--- src/rtl/priority_display_pkg.sv ---
// Shared types and constants for the priority display scheduler.
// Optional build macro PRIORITY_DISPLAY_ROUND_ROBIN_EN selects round-robin arbitration.
package priority_display_pkg;

    localparam int unsigned NUM_REQ = 8;
    localparam int unsigned IDX_W   = 3;

    typedef logic [1:0] state_t;

    localparam state_t IDLE  = 2'd0;
    localparam state_t GRANT = 2'd1;
    localparam state_t GAP   = 2'd2;

    // Segment codes, bit order gfedcba, active high
    localparam logic [6:0] SEG_DIGIT_0 = 7'b0111111;
    localparam logic [6:0] SEG_DIGIT_1 = 7'b0000110;
    localparam logic [6:0] SEG_DIGIT_2 = 7'b1011011;
    localparam logic [6:0] SEG_DIGIT_3 = 7'b1001111;
    localparam logic [6:0] SEG_DIGIT_4 = 7'b1100110;
    localparam logic [6:0] SEG_DIGIT_5 = 7'b1101101;
    localparam logic [6:0] SEG_DIGIT_6 = 7'b1111101;
    localparam logic [6:0] SEG_DIGIT_7 = 7'b0000111;
    localparam logic [6:0] SEG_BLANK   = 7'b0000000;

endpackage

--- src/rtl/seg7_decoder.sv ---
// Combinational 3-bit index to 7-segment (gfedcba) decoder.
module seg7_decoder
    import priority_display_pkg::*;
(
    input  logic [IDX_W-1:0] idx,
    output logic [6:0]       seg
);

    always_comb begin
        seg = SEG_BLANK;
        unique case (idx)
            3'd0: seg = SEG_DIGIT_0;
            3'd1: seg = SEG_DIGIT_1;
            3'd2: seg = SEG_DIGIT_2;
            3'd3: seg = SEG_DIGIT_3;
            3'd4: seg = SEG_DIGIT_4;
            3'd5: seg = SEG_DIGIT_5;
            3'd6: seg = SEG_DIGIT_6;
            3'd7: seg = SEG_DIGIT_7;
            default: seg = SEG_BLANK;
        endcase
    end

endmodule

--- src/rtl/priority_display_scheduler.sv ---
// Shares one 7-segment display among 8 requesters with bounded grants and blanking gaps.
// Define PRIORITY_DISPLAY_ROUND_ROBIN_EN for round-robin instead of fixed priority.
module priority_display_scheduler
    import priority_display_pkg::*;
#(
    parameter int unsigned HOLD_CYCLES = 10_000_000,
    parameter int unsigned GAP_CYCLES  = 2
) (
    input  logic               clk,
    input  logic               rst_n,
    input  logic [NUM_REQ-1:0] req,
    output logic [NUM_REQ-1:0] grant,
    output logic [IDX_W-1:0]   grant_idx,
    output logic               grant_valid,
    output logic [6:0]         segments,
    output logic               no_data
);

    localparam int unsigned HOLD_W = $clog2(HOLD_CYCLES + 1);
    localparam int unsigned GAP_W  = $clog2(GAP_CYCLES + 1);

    logic [NUM_REQ-1:0] req_m, req_s;
    state_t             state;
    logic [HOLD_W-1:0]  hold_cnt;
    logic [GAP_W-1:0]   gap_cnt;
    logic [IDX_W-1:0]   win;
    logic [6:0]         win_seg;

`ifdef PRIORITY_DISPLAY_ROUND_ROBIN_EN
    logic [IDX_W-1:0] rr_ptr;

    // Descending search from rr_ptr-1; k == NUM_REQ wraps to rr_ptr itself (last choice)
    always_comb begin
        logic [IDX_W-1:0] cand;
        cand = '0;
        win  = '0;
        for (int k = NUM_REQ; k >= 1; k--) begin
            cand = rr_ptr - IDX_W'(k);
            if (req_s[cand]) win = cand;
        end
    end

    always_ff @(posedge clk or negedge rst_n) begin
        if (!rst_n) begin
            rr_ptr <= '0;
        end else if (state == IDLE && |req_s) begin
            rr_ptr <= win;
        end
    end
`else
    always_comb begin
        win = '0;
        for (int i = 0; i < NUM_REQ; i++) begin
            if (req_s[i]) win = IDX_W'(i);
        end
    end
`endif

    seg7_decoder u_seg7_decoder (
        .idx (win),
        .seg (win_seg)
    );

    always_ff @(posedge clk or negedge rst_n) begin
        if (!rst_n) begin
            req_m       <= '0;
            req_s       <= '0;
            state       <= IDLE;
            hold_cnt    <= '0;
            gap_cnt     <= '0;
            grant       <= '0;
            grant_idx   <= '0;
            grant_valid <= 1'b0;
            segments    <= SEG_BLANK;
            no_data     <= 1'b1;
        end else begin
            req_m <= req;
            req_s <= req_m;
            case (state)
                IDLE: begin
                    if (|req_s) begin
                        state       <= GRANT;
                        hold_cnt    <= HOLD_W'(HOLD_CYCLES - 1);
                        grant       <= NUM_REQ'(1) << win;
                        grant_idx   <= win;
                        grant_valid <= 1'b1;
                        segments    <= win_seg;
                        no_data     <= 1'b0;
                    end
                end
                GRANT: begin
                    if (hold_cnt == '0 || !req_s[grant_idx]) begin
                        state       <= GAP;
                        gap_cnt     <= GAP_W'(GAP_CYCLES - 1);
                        grant       <= '0;
                        grant_idx   <= '0;
                        grant_valid <= 1'b0;
                        segments    <= SEG_BLANK;
                        no_data     <= 1'b1;
                    end else begin
                        hold_cnt <= hold_cnt - HOLD_W'(1);
                    end
                end
                GAP: begin
                    if (gap_cnt == '0) begin
                        state <= IDLE;
                    end else begin
                        gap_cnt <= gap_cnt - GAP_W'(1);
                    end
                end
                default: state <= IDLE;
            endcase
        end
    end

endmodule

--- config.mk ---
export PLATFORM = sky130hd
export DESIGN_NAME = priority_display_scheduler
export DESIGN_NICKNAME = d
export VERILOG_FILES = /design/src/rtl/priority_display_pkg.sv /design/src/rtl/seg7_decoder.sv /design/src/rtl/priority_display_scheduler.sv
export SDC_FILE = /design/constraint.sdc
export NUM_CORES = 1
export LEC_CHECK = 0
export CAP_MARGIN = 30
export CORE_MARGIN = 10
export CORE_UTILIZATION = 40
export CTS_CLUSTER_SIZE = 30
export DETAILED_ROUTE_END_ITERATION = 8
export DONT_BUFFER_PORTS = 1
export PLACE_DENSITY_LB_ADDON = 0.2
export SLEW_MARGIN = 10
export SYNTH_ARGS = -nofsm -noshare
export SYNTH_HDL_FRONTEND = slang
export SYNTH_SLANG_ARGS = --single-unit
export TNS_END_PERCENT = 10
--- constraint.sdc ---
create_clock -name clk -period 3 [get_ports clk]
set_input_delay 0.9 -clock clk [delete_from_list [all_inputs] [get_ports clk]]
set_output_delay 0.9 -clock clk [all_outputs]
set_load 0.005 [all_outputs]
# ---- Word level (Yosys, flattened, before mapping)
# Memory sizes are Yosys's and may differ from the RTL's.
# Cells that the tools add are included.
dict set report totals {
  regBits 64
  rom_bits 56
  out_inout_bits 20
  word_cells 68
  n_memories 1
}
# name depth word_bits read_ports rd_ports_with_merged_regs wr line
set mem_list {}
lappend mem_list {{(name not given)} 8 7 1 0 0 seg7_decoder.sv:11} ;# unique case (idx)
dict set report op_classes {
  add_sub_neg 2
  n_lt_le_gt_ge 1
  n_eq_ne 7
  n_shift 1
  muxes 34
  reduce_logical 12
}
# op n
set ops {}
lappend ops {{24-bit two-way mux} 2}
lappend ops {{24-bit case mux with 2 select lines} 1}
lappend ops {{24-bit logical NOT} 1}
lappend ops {{24-bit by 1-bit subtractor with 24-bit output (second input constant)} 1}
lappend ops {{3-bit two-way mux} 7}
lappend ops {{8-bit two-way mux} 2}
lappend ops {{8-bit case mux with 2 select lines} 1}
lappend ops {{7-bit two-way mux} 2}
lappend ops {{7-bit case mux with 2 select lines} 1}
lappend ops {{2-bit two-way mux} 6}
lappend ops {{3-bit AND reduction} 4}
lappend ops {{2-bit inequality test (second input constant)} 5}
lappend ops {{8-bit OR reduction} 1}
lappend ops {{1-bit by 3-bit << shifter with 8-bit output (first input constant)} 1}
lappend ops {{1-bit two-way mux} 6}
lappend ops {{2-bit case mux with 3 select lines} 1}
lappend ops {{3-bit case mux with 2 select lines} 1}
lappend ops {{2-bit logical NOT} 2}
lappend ops {{3-bit by 4-bit < comparator with 1-bit output (second input constant)} 1}
lappend ops {{1-bit case mux with 2 select lines} 2}
lappend ops {{2-bit case mux with 2 select lines} 1}
lappend ops {{2-bit nonzero test} 2}
lappend ops {{1-bit binary-select mux with 3-bit select} 1}
lappend ops {{2-bit by 1-bit == test with 1-bit output (second input constant)} 1}
lappend ops {{4 further kinds} 4}

# ---- Logic depth before layout (Yosys ltp)
# Gate-level depths: netlist (run 1).
dict set report depth {
  word_depth 10
  depth_mapped 9
}

# ---- Hierarchy
# From an unflattened synthesis (run 1), not the netlist that was laid out.
dict set report hier_totals {
  hier_cells 266
  area_unflattened_um2 2931.6
}
# mod instances cells_per_inst area_each_um2
set modules_own_cells {}
lappend modules_own_cells {priority_display_scheduler 1 247 2791.4}
lappend modules_own_cells {seg7_decoder 1 19 140.1}

# ---- Worst setup path after synthesis (run 1)
# OpenSTA, ideal clock, no wires.
dict set report synth_path {
  kind {flip-flop to flip-flop}
  from {reg hold_cnt[14]}
  to {reg hold_cnt[21]}
  setup_ps 78
  arrival_time_ps 2586
  t_required_ps 2922
  setup_slack_ps 337
  path_stages_with_launch 6
  n_path_buf 0
  period_less_slack_ps 2663
  path_cell_list {dfrtp_1 -> or4_2 -> or4_4 -> or4_4 -> or4_1 -> a21oi_1}
}
dict set report synth_between {
  elab_chain_len 4
}
# element line
set synth_lines {}
lappend synth_lines {{from (decl)} priority_display_scheduler.sv:24} ;# logic [HOLD_W-1:0] hold_cnt;
lappend synth_lines {{from (signal assigned)} priority_display_scheduler.sv:83} ;# hold_cnt <= HOLD_W'(HOLD_CYCLES - 1);
lappend synth_lines {{from (signal assigned)} priority_display_scheduler.sv:101} ;# hold_cnt <= hold_cnt - HOLD_W'(1);
lappend synth_lines {{parallel branches: the longest is 4 deep, another holds 24-bit by 1-bit subtractor with 24-bit output} -}
# Parallel ways; which one is timed is not known. The select of a mux whose other input is x is not followed.
# A chain may end at the register's enable or synchronous reset.

# ---- Worst setup path in the final report (run 1)
dict set report layout_path {
  from {reg hold_cnt[14]}
  to {reg hold_cnt[5]}
}
dict set report layout_between {
  elab_chain_len 4
}
# element line
set layout_lines {}
lappend layout_lines {{24-bit logical NOT} priority_display_scheduler.sv:92} ;# if (hold_cnt == '0 || !req_s[grant_idx]) begin
lappend layout_lines {{1-bit logical OR} priority_display_scheduler.sv:92}
lappend layout_lines {{2-bit inequality test (no line)} -}
lappend layout_lines {{3-bit AND reduction (no line)} -}
# Every way passes these cells.

==> results of run 1 <==
==> logic make-up after synthesis <==
family	count (synthesis)
AOI/OAI and AO/OA	62
adders and majority gates	10
buffers and inverters	21
and+or+nand+nor	107
DFF	64
muxes	10
==> synth_stat cells (3+ instances only) <==
master	n
a21oi_1	8
a311oi_1	3
a32o_1	11
clkbuf_1	12
dfrtp_1	63
ha_1	10
inv_1	7
mux2i_1	9
nand2_1	21
nand3_1	12
nand4_1	3
nor2_1	13
nor2b_1	4
nor3_1	11
nor4_1	9
o21a_1	3
o21ai_0	5
o22ai_1	4
o31ai_1	10
or3_1	5
or3b_2	4
or4_1	12
==> registers in the layout (all words and copies together), names as in the netlist <==
signal	cells
hold_cnt	24
grant	8
req_m	8
req_s	8
segments	7
grant_idx	3
gap_cnt	2
state	2
grant_valid	1
no_data	1
==> metal layers <==
layer | vias to the layer above | GRT usage, % | routed length, um
met5 | - | 0 | 0
met4 | 0 | 5.71 | 119
met3 | 10 | 3.99 | 401
met2 | 55 | 17.3 | 3130
met1 | 1089 | 16.0 | 3130
li1 | 1075 | - | -
==> worst max-delay path, stage by stage (launching register included) <==
cell and delay (ns):
dfrtp_1 0.41, or4_2 0.71, or4_4 0.55, nor3_2 0.32
buf_4 0.20, nor4_1 0.05, or3b_2 0.45
==> cell type report <==
cell class                      count  area [um^2]
Tap cell                           99          124
Multi-Input combinational cell    189         1300
Clock buffer                        9          124
Timing Repair Buffer               13         97.6
Sequential cell                    64         1600
Clock inverter                      7          120
Inverter                            7         26.3
Fill cell                         685         3860
==> worst max path at each step <==
| stage | startpoint | end | slack (ns) |
|---|---|---|---|
| after global placement | hold_cnt[14] | hold_cnt[21] | 0.28 |
| final | hold_cnt[14] | hold_cnt[5] | 0.19 |
| after floorplan | hold_cnt[14] | hold_cnt[21] | 0.34 |
| after detailed placement | hold_cnt[10] | hold_cnt[21] | 0.23 |
| after global routing | hold_cnt[0] | segments[1] | 0.12 |
| after CTS | hold_cnt[14] | hold_cnt[21] | 0.20 |
==> power breakdown <==
group	switching, mW	internal (mW)
sequential	0.150	1.01
combinational	0.474	0.303
clock	0.357	0.553
==> through the flow <==
step | util [%] | cells | power, mW | hold WS [ns] | worst slack [ns]
finish | 46.8 | 388 | 2.85 | 0.244 | 0.195
global route | 46.8 | 388 | 3.02 | 0.230 | 0.115
CTS | 46.8 | 388 | 2.88 | 0.231 | 0.200
detailed placement | 43.5 | 372 | 1.97 | 0.335 | 0.235
global placement | 43.5 | 372 | 1.95 | 0.332 | 0.280
floorplan | - | 274 | 1.68 | 0.331 | 0.337
==> impl_metrics.tcl, run 1 <==
set metrics [dict create \
    worstReg2RegStart "hold_cnt[14]" \
    wirelength_um 6790 \
    route.detailed.drc 0 \
    globalplace.congestion 0.845 \
    slew_viol_final 0 \
    power.density_mw_per_mm2 840 \
    status "finished clean" \
    fin_area_mm2 0.00340 \
    clk_path_buf_depth 2 \
    numCtsBuffers 9 \
    grt_max_degree 65 \
    core-area_mm2 0.00725 \
    yosys_most_used_dff "dfrtp_1" \
    fp.dieW_um 106 \
    end_kind "flop" \
    grt_pass1_vias 2051 \
    grtUsageTotal_pct 12.1 \
    cp_max_fo 6 \
    crit_type "flop to flop" \
    ctsHtreeMaxLevel 3 \
    synthArstFlopShare_pct 100 \
    drive_gt1_share_pct 15.2 \
    tritoncts "yes" \
    finalHoldViolCount 0 \
    ioPinCount 30 \
    gr-total-overflow 0 \
    reg2reg_depth 6 \
    synth_edf_count 0 \
    hold_buffers 0 \
    drtIter0Drc 117 \
    antenna_cells 0 \
    first_pass_iters 4 \
    avgSynthCellArea_um2 10.9 \
    fp.dieH_um 106 \
    relSlewSlack_pct 56.1 \
    avgRoutedWirePerCell_um 17.5 \
    period_share_pct 93.5 \
    die_area_mm2 0.0113 \
    synth_mux_area_share_pct 3.40 \
    crit_required_ns 3.22 \
    num_vias 2229 \
    layout-area-overhead-vs-synth_pct 13.9 \
    maxCapViolCount 0 \
    hold_path_class "primary input to asynchronous set/reset pin" \
    cts_resized 0 \
    grt_setup_unrepaired "false" \
    clk_pin_slew_ns 0.08 \
    final_common_cell "dfrtp_1" \
    ant_nets 0 \
    post-dp-hpwl_um 4550 \
    fin_tns_setup_ns 0 \
    synth_top_area_cell "dfrtp_1" \
    worstReg2RegEnd "hold_cnt[5]" \
    clkLatencyLatePin_ns 0.34 \
    cts-root-buf "clkbuf_8" \
    cp_data_arrival_time_ns 3.02 \
    max_freq_mhz 356 \
    syn_nets 294 \
    synth.ff_latch_count 64 \
    synth_top_family_by_area "simple AND/OR/NAND/NOR gates" \
    num_rows 31 \
    synth_compound_area_share_pct 15.6 \
    rrSetupSlack_ns 0.19 \
    ys_seq_area_share_pct 53.8 \
    synthSimpleGateAreaFrac_pct 20.3 \
    final_cell_mix "dfrtp_1, nand2_1, nor2_1, buf_4" \
    antenna_found_initial 0 \
    peakVddDrop_uv 459 \
    syn_area_mm2 0.00298 \
    clock_sinks 64 \
    cts_setup_buffers 0 \
    synth-adder-area-share_pct 4.20 \
    start_util_pct 41.1 \
    finalClockSkew_ns 0.00982 \
    worstSetupStartpointType "flop" \
    fin_nets 304 \
    yosys.cell_types.count 47 \
    ys_warn_count 0 \
    synth_xor_area_share_pct 0 \
    grt_pass1_wl_um 10900 \
    period_minus_slack_ns 2.81 \
    synth_area_leaders "dfrtp_1, ha_1, a32o_1, mux2i_1, or4_1" \
    synth_top_area_share_pct 52.9 \
    io_buffers 0 \
    synthesis.instances 274 \
    placed_area_mm2 0.00315 \
    p_leak_nw 1.35 \
    viasPerCell 5.74 \
    setup_viol 0 \
    worstMarginPinSlew_ns 0.654 \
]
Note: power is estimated with default switching activity, not from simulation.
==> run 2: changes to the inputs <==
--- a/config.mk
+++ b/config.mk
@@ -5,9 +5,8 @@
 export SDC_FILE = /design/constraint.sdc
 export NUM_CORES = 1
 export LEC_CHECK = 0
-export CAP_MARGIN = 30
 export CORE_MARGIN = 10
-export CORE_UTILIZATION = 40
+export CORE_UTILIZATION = 54
 export CTS_CLUSTER_SIZE = 30
 export DETAILED_ROUTE_END_ITERATION = 8
 export DONT_BUFFER_PORTS = 1
==> run 2 against run 1 <==
Net effect: final cell count shrank 7.5%; sequential power is essentially flat; register-to-register slack is essentially flat; sequential share of layout area grew 1.0 points; routed wire length shrank 6.2%; setup slack lost 0.0015 ns; die area shrank 21%; core utilization grew 17 points; final area shrank 2.2%; combinational power is essentially flat; largest cell class unchanged; largest power group unchanged.
==> impl_metrics.tcl, run 2 (same netlist as run 1, synthesis figures left out) <==
set metrics [dict create \
    crit_required_ns 3.27 \
    status "finished clean" \
    grt_max_degree 65 \
    clkLatencyLatePin_ns 0.34 \
    grt_pass1_vias 2279 \
    worstMarginPinSlew_ns 0.638 \
    final_cell_mix "dfrtp_1, nand2_1, nor2_1, buf_4" \
    cp_data_arrival_time_ns 3.07 \
    grt_setup_unrepaired "false" \
    peakVddDrop_uv 586 \
    power.density_mw_per_mm2 824 \
    globalplace.congestion 0.948 \
    clock_sinks 64 \
    placed_area_mm2 0.00311 \
    fillers 397 \
    hold_buffers 0 \
    period_share_pct 93.6 \
    final_common_cell "dfrtp_1" \
    ctsHtreeMaxLevel 3 \
    core-area_mm2 0.00524 \
    setup_viol 0 \
    viasPerCell 6.31 \
    clk_pin_slew_ns 0.07 \
    ioPinCount 30 \
    finalClockSkew_ns 0.00720 \
    antenna_cells 0 \
    hold_path_class "primary input to asynchronous set/reset pin" \
    fp.dieH_um 94.3 \
    layout-area-overhead-vs-synth_pct 11.5 \
    drive_gt1_share_pct 14.5 \
    fin_tns_setup_ns 0 \
    post-dp-hpwl_um 4370 \
    drtIter0Drc 103 \
    tritoncts "yes" \
    io_buffers 0 \
    slew_viol_final 0 \
    period_minus_slack_ns 2.81 \
    die_area_mm2 0.00889 \
    start_util_pct 56.9 \
    antenna_found_initial 0 \
    first_pass_iters 6 \
    largest_reg_flops 24 \
    sw_frac_of_total_pct 34.5 \
    relSlewSlack_pct 57.2 \
    p_int_mw 1.79 \
    num_rows 26 \
    fp.dieW_um 94.3 \
    numCtsBuffers 9 \
    cts_resized 0 \
    p_comb_share_pct 28.3 \
    cts-root-buf "clkbuf_8" \
    avgRoutedWirePerCell_um 17.7 \
    p_leak_nw 1.34 \
    maxCapViolCount 0 \
    wirelength_um 6370 \
    pwr-share-seq_pct 42.4 \
    grtUsageTotal_pct 15.5 \
    num_vias 2264 \
    cp_max_fo 6 \
    end_kind "flop" \
    cts_setup_buffers 0 \
    worstSetupStartpointType "flop" \
    fin_nets 304 \
    p_switching_uw 943 \
    clk_path_buf_depth 2 \
    gr-total-overflow 0 \
    route.detailed.drc 0 \
    crit_type "flop to flop" \
    largest_register "hold_cnt" \
    finalHoldViolCount 0 \
    clkPwrFrac_pct 29.3 \
    fin_area_mm2 0.00332 \
    ant_nets 0 \
    grt_pass1_wl_um 10900 \
    max_freq_mhz 356 \
]
run 2: cell count changes in the layout (fill, tap and decap cells not counted):
cell	change
clkinv_2	+2
bufinv_16	-1
clkbuf_1	+1
clkinv_4	-1
clkinvlp_4	-1
nor3_1	+1
nor3_2	-1
run 2: power by group through the flow:
| stage | Clock [mW] | Sequential (mW) | Combinational [mW] |
|---|---|---|---|
| after floorplan | 0 | 1.12 | 0.556 |
| after global placement | 0 | 1.18 | 0.758 |
| after detailed placement | 0 | 1.19 | 0.772 |
| after CTS | 0.811 | 1.17 | 0.774 |
| after global routing | 0.848 | 1.18 | 0.871 |
| final | 0.801 | 1.16 | 0.775 |
run 2: final timing paths:
| check | from | endpoint | slack [ns] | cells after the start |
|---|---|---|---|---|
| min reg2reg | req_m[1] | req_s[1] | 0.35 | 0 |
| max reg2reg | hold_cnt[14] | hold_cnt[21] | 0.19 | 5 |
| min | rst_n | hold_cnt[13] | 0.24 | 0 |
| max in group asynchronous | rst_n | no_data | 2.55 | 0 |
| max | hold_cnt[14] | hold_cnt[21] | 0.19 | 5 |
| min in group clk | req_m[1] | req_s[1] | 0.35 | 0 |
run 2: final cells by class:
class	count	area (um^2)	share of cell area, %
Tap cell	70	87.6	2.64
Clock buffer	10	128	3.84
Timing Repair Buffer	13	97.6	2.94
Inverter	7	26.3	0.791
Clock inverter	6	83.8	2.52
Multi-Input combinational cell	189	1300	39.0
Sequential cell	64	1600	48.2
run 2: worst max-delay path: stages (launching register included):
cell     delay (ns)
dfrtp_1        0.41
or4_2          0.71
or4_4          0.55
or4_4          0.50
or4_1          0.41
a21oi_1        0.16
run 2: per-layer routing:
layer	up-vias	GRT usage [%]	share of wire [%]
li1	1075	-	-
met1	1124	17.0	42
met2	51	26.1	50
met3	14	5.04	5.6
met4	0	7.97	2.3
met5	-	0	0
run 2: metrics by stage:
step / total power, mW / util [%] / hold WS [ns] / std cells / setup WS [ns]
after global placement: 1.94 / 59.4 / 0.332 / 343 / 0.286
after global routing: 2.90 / 63.4 / 0.228 / 359 / 0.0898
after floorplan: 1.68 / - / 0.331 / 274 / 0.337
after detailed placement: 1.96 / 59.4 / 0.336 / 343 / 0.231
after CTS: 2.75 / 63.4 / 0.236 / 359 / 0.209
final: 2.74 / 63.4 / 0.245 / 359 / 0.193
==> run 3: changes to the inputs <==
--- a/config.mk
+++ b/config.mk
@@ -7,6 +7,7 @@
 export LEC_CHECK = 0
 export CORE_MARGIN = 10
 export CORE_UTILIZATION = 54
+export CTS_BUF_LIST = sky130_fd_sc_hd__clkbuf_2 sky130_fd_sc_hd__clkbuf_4 sky130_fd_sc_hd__clkbuf_8
 export CTS_CLUSTER_SIZE = 30
 export DETAILED_ROUTE_END_ITERATION = 8
 export DONT_BUFFER_PORTS = 1
==> run 3 against run 2 <==
Net effect: global-route usage down 0.066 points; via count down 0.44%; routed wire length about the same; sequential cell count unchanged; final cell count unchanged; worst hold slack better by 0.0034 ns; die area unchanged; clock power up 0.9%; largest power group unchanged.
==> impl_metrics.tcl, run 3 (same netlist as run 1, synthesis figures left out) <==
set metrics [dict create \
    status "finished clean" \
    critPathTopFamily "simple AND/OR/NAND/NOR gates" \
    largest_register "hold_cnt" \
    fp.dieW_um 94.3 \
    p_leak_nw 1.34 \
    finalHoldViolCount 0 \
    globalplace.congestion 0.948 \
    viasPerCell 6.28 \
    num_vias 2254 \
    core-area_mm2 0.00524 \
    crit_top_cell "or4_4" \
    final_cell_mix "dfrtp_1, nand2_1, nor2_1, buf_4" \
    die_area_mm2 0.00889 \
    first_pass_iters 5 \
    crit_type "flop to flop" \
    route.detailed.drc 0 \
    hold_buffers 0 \
    grt_max_degree 65 \
    clk_path_buf_depth 2 \
    max_freq_mhz 356 \
    final_common_cell "dfrtp_1" \
    numPlacedInstances 343 \
    start_util_pct 56.9 \
    crit_path_start "hold_cnt[14]" \
    relSlewSlack_pct 57.2 \
    io_buffers 0 \
    drive_gt1_share_pct 14.9 \
    crit_required_ns 3.26 \
    layout-area-overhead-vs-synth_pct 11.6 \
    largest_reg_flops 24 \
    clock_sinks 64 \
    power.density_mw_per_mm2 824 \
    slew_viol_final 0 \
    fin_nets 304 \
    cts_setup_buffers 0 \
    drtIter0Drc 96 \
    crit_chain "or4_2 > or4_4 > or4_4 > or4_1 > a21oi_1" \
    grtUsageTotal_pct 15.4 \
    maxCapViolCount 0 \
    num_rows 26 \
    clk_pin_slew_ns 0.07 \
    hold_path_class "primary input to asynchronous set/reset pin" \
    setup_viol 0 \
    antenna_found_initial 0 \
    avgRoutedWirePerCell_um 17.7 \
    fin_tns_setup_ns 0 \
    grt_setup_unrepaired "false" \
    slowest_delay_ns 0.71 \
    numCtsBuffers 9 \
    period_share_pct 93.6 \
    end_kind "flop" \
    wirelength_um 6370 \
    ant_nets 0 \
    grt_pass1_vias 2266 \
    post-dp-hpwl_um 4370 \
    cp_max_fo 6 \
    period_minus_slack_ns 2.81 \
    worstReg2RegStart "hold_cnt[14]" \
    cp_data_arrival_time_ns 3.07 \
    cts_resized 0 \
    ioPinCount 30 \
    peakVddDrop_uv 584 \
    antenna_cells 0 \
    ctsHtreeMaxLevel 3 \
    tritoncts "yes" \
    grt_pass1_wl_um 10800 \
    cp_num_buf_inv 0 \
    regArea_mm2 0.00160 \
    final_cells 359 \
    cts-root-buf "clkbuf_8" \
    finalClockSkew_ns 0.00613 \
    worstMarginPinSlew_ns 0.638 \
    fp.dieH_um 94.3 \
    gr-total-overflow 0 \
    multi_input_area_mm2 0.00130 \
    fillers 396 \
    slowest_stage "or4_2" \
    clkLatencyLatePin_ns 0.34 \
    worstSetupStartpointType "flop" \
]
[run 3: cell counts in the layout (fill, tap and decap cells not counted)]
No cell type changed its count.
[run 3: cell type report]
class,count,share of cell area (%)
Inverter,7,0.790
Sequential cell,64,48.2
Clock inverter,6,2.52
Clock buffer,10,3.95
Timing Repair Buffer,13,2.93
Tap cell,70,2.63
Multi-Input combinational cell,189,39.0
[run 3: final timing paths]
path                       slack (ns)      endpoint  cells past startpoint
max                              0.19  hold_cnt[21]                      5
min in group clk                 0.35      req_s[1]                      0
max in group asynchronous        2.55       no_data                      0
min reg2reg                      0.35      req_s[1]                      0
min                              0.25  hold_cnt[13]                      0
max reg2reg                      0.19  hold_cnt[21]                      5
[run 3: worst reg2reg max path, cell delays in order, from the launching register on]
cell	delay, ns
dfrtp_1	0.41
or4_2	0.71
or4_4	0.55
or4_4	0.50
or4_1	0.41
a21oi_1	0.16
[run 3: routing by layer]
| layer | global-route usage [%] | vias up | share of wire (%) |
|---|---|---|---|
| met3 | 5.04 | 9 | 6.6 |
| li1 | - | 1073 | - |
| met1 | 16.9 | 1118 | 41 |
| met5 | 0 | - | 0 |
| met2 | 26.2 | 54 | 51 |
| met4 | 7.47 | 0 | 1.6 |
[run 3: power breakdown]
group / switching, mW / total (mW) / leakage, nW / internal [mW]
logic: 0.458 / 0.772 / 0.479 / 0.314
clock network: 0.334 / 0.808 / 0.113 / 0.474
registers: 0.145 / 1.16 / 0.750 / 1.01
total: 0.938 / 2.74 / 1.34 / 1.80
[run 3: stage by stage]
step / utilization, % / worst slack [ns] / instance area [um^2] / hold WS, ns / power (mW)
2_1_floorplan: - / 0.337 / 2980 / 0.331 / 1.68
3_3_place_gp: 59.4 / 0.286 / 3110 / 0.332 / 1.94
3_5_place_dp: 59.4 / 0.231 / 3110 / 0.336 / 1.96
4_1_cts: 63.5 / 0.209 / 3330 / 0.236 / 2.76
5_1_grt: 63.5 / 0.0895 / 3330 / 0.228 / 2.91
6_report: 63.5 / 0.192 / 3330 / 0.248 / 2.74
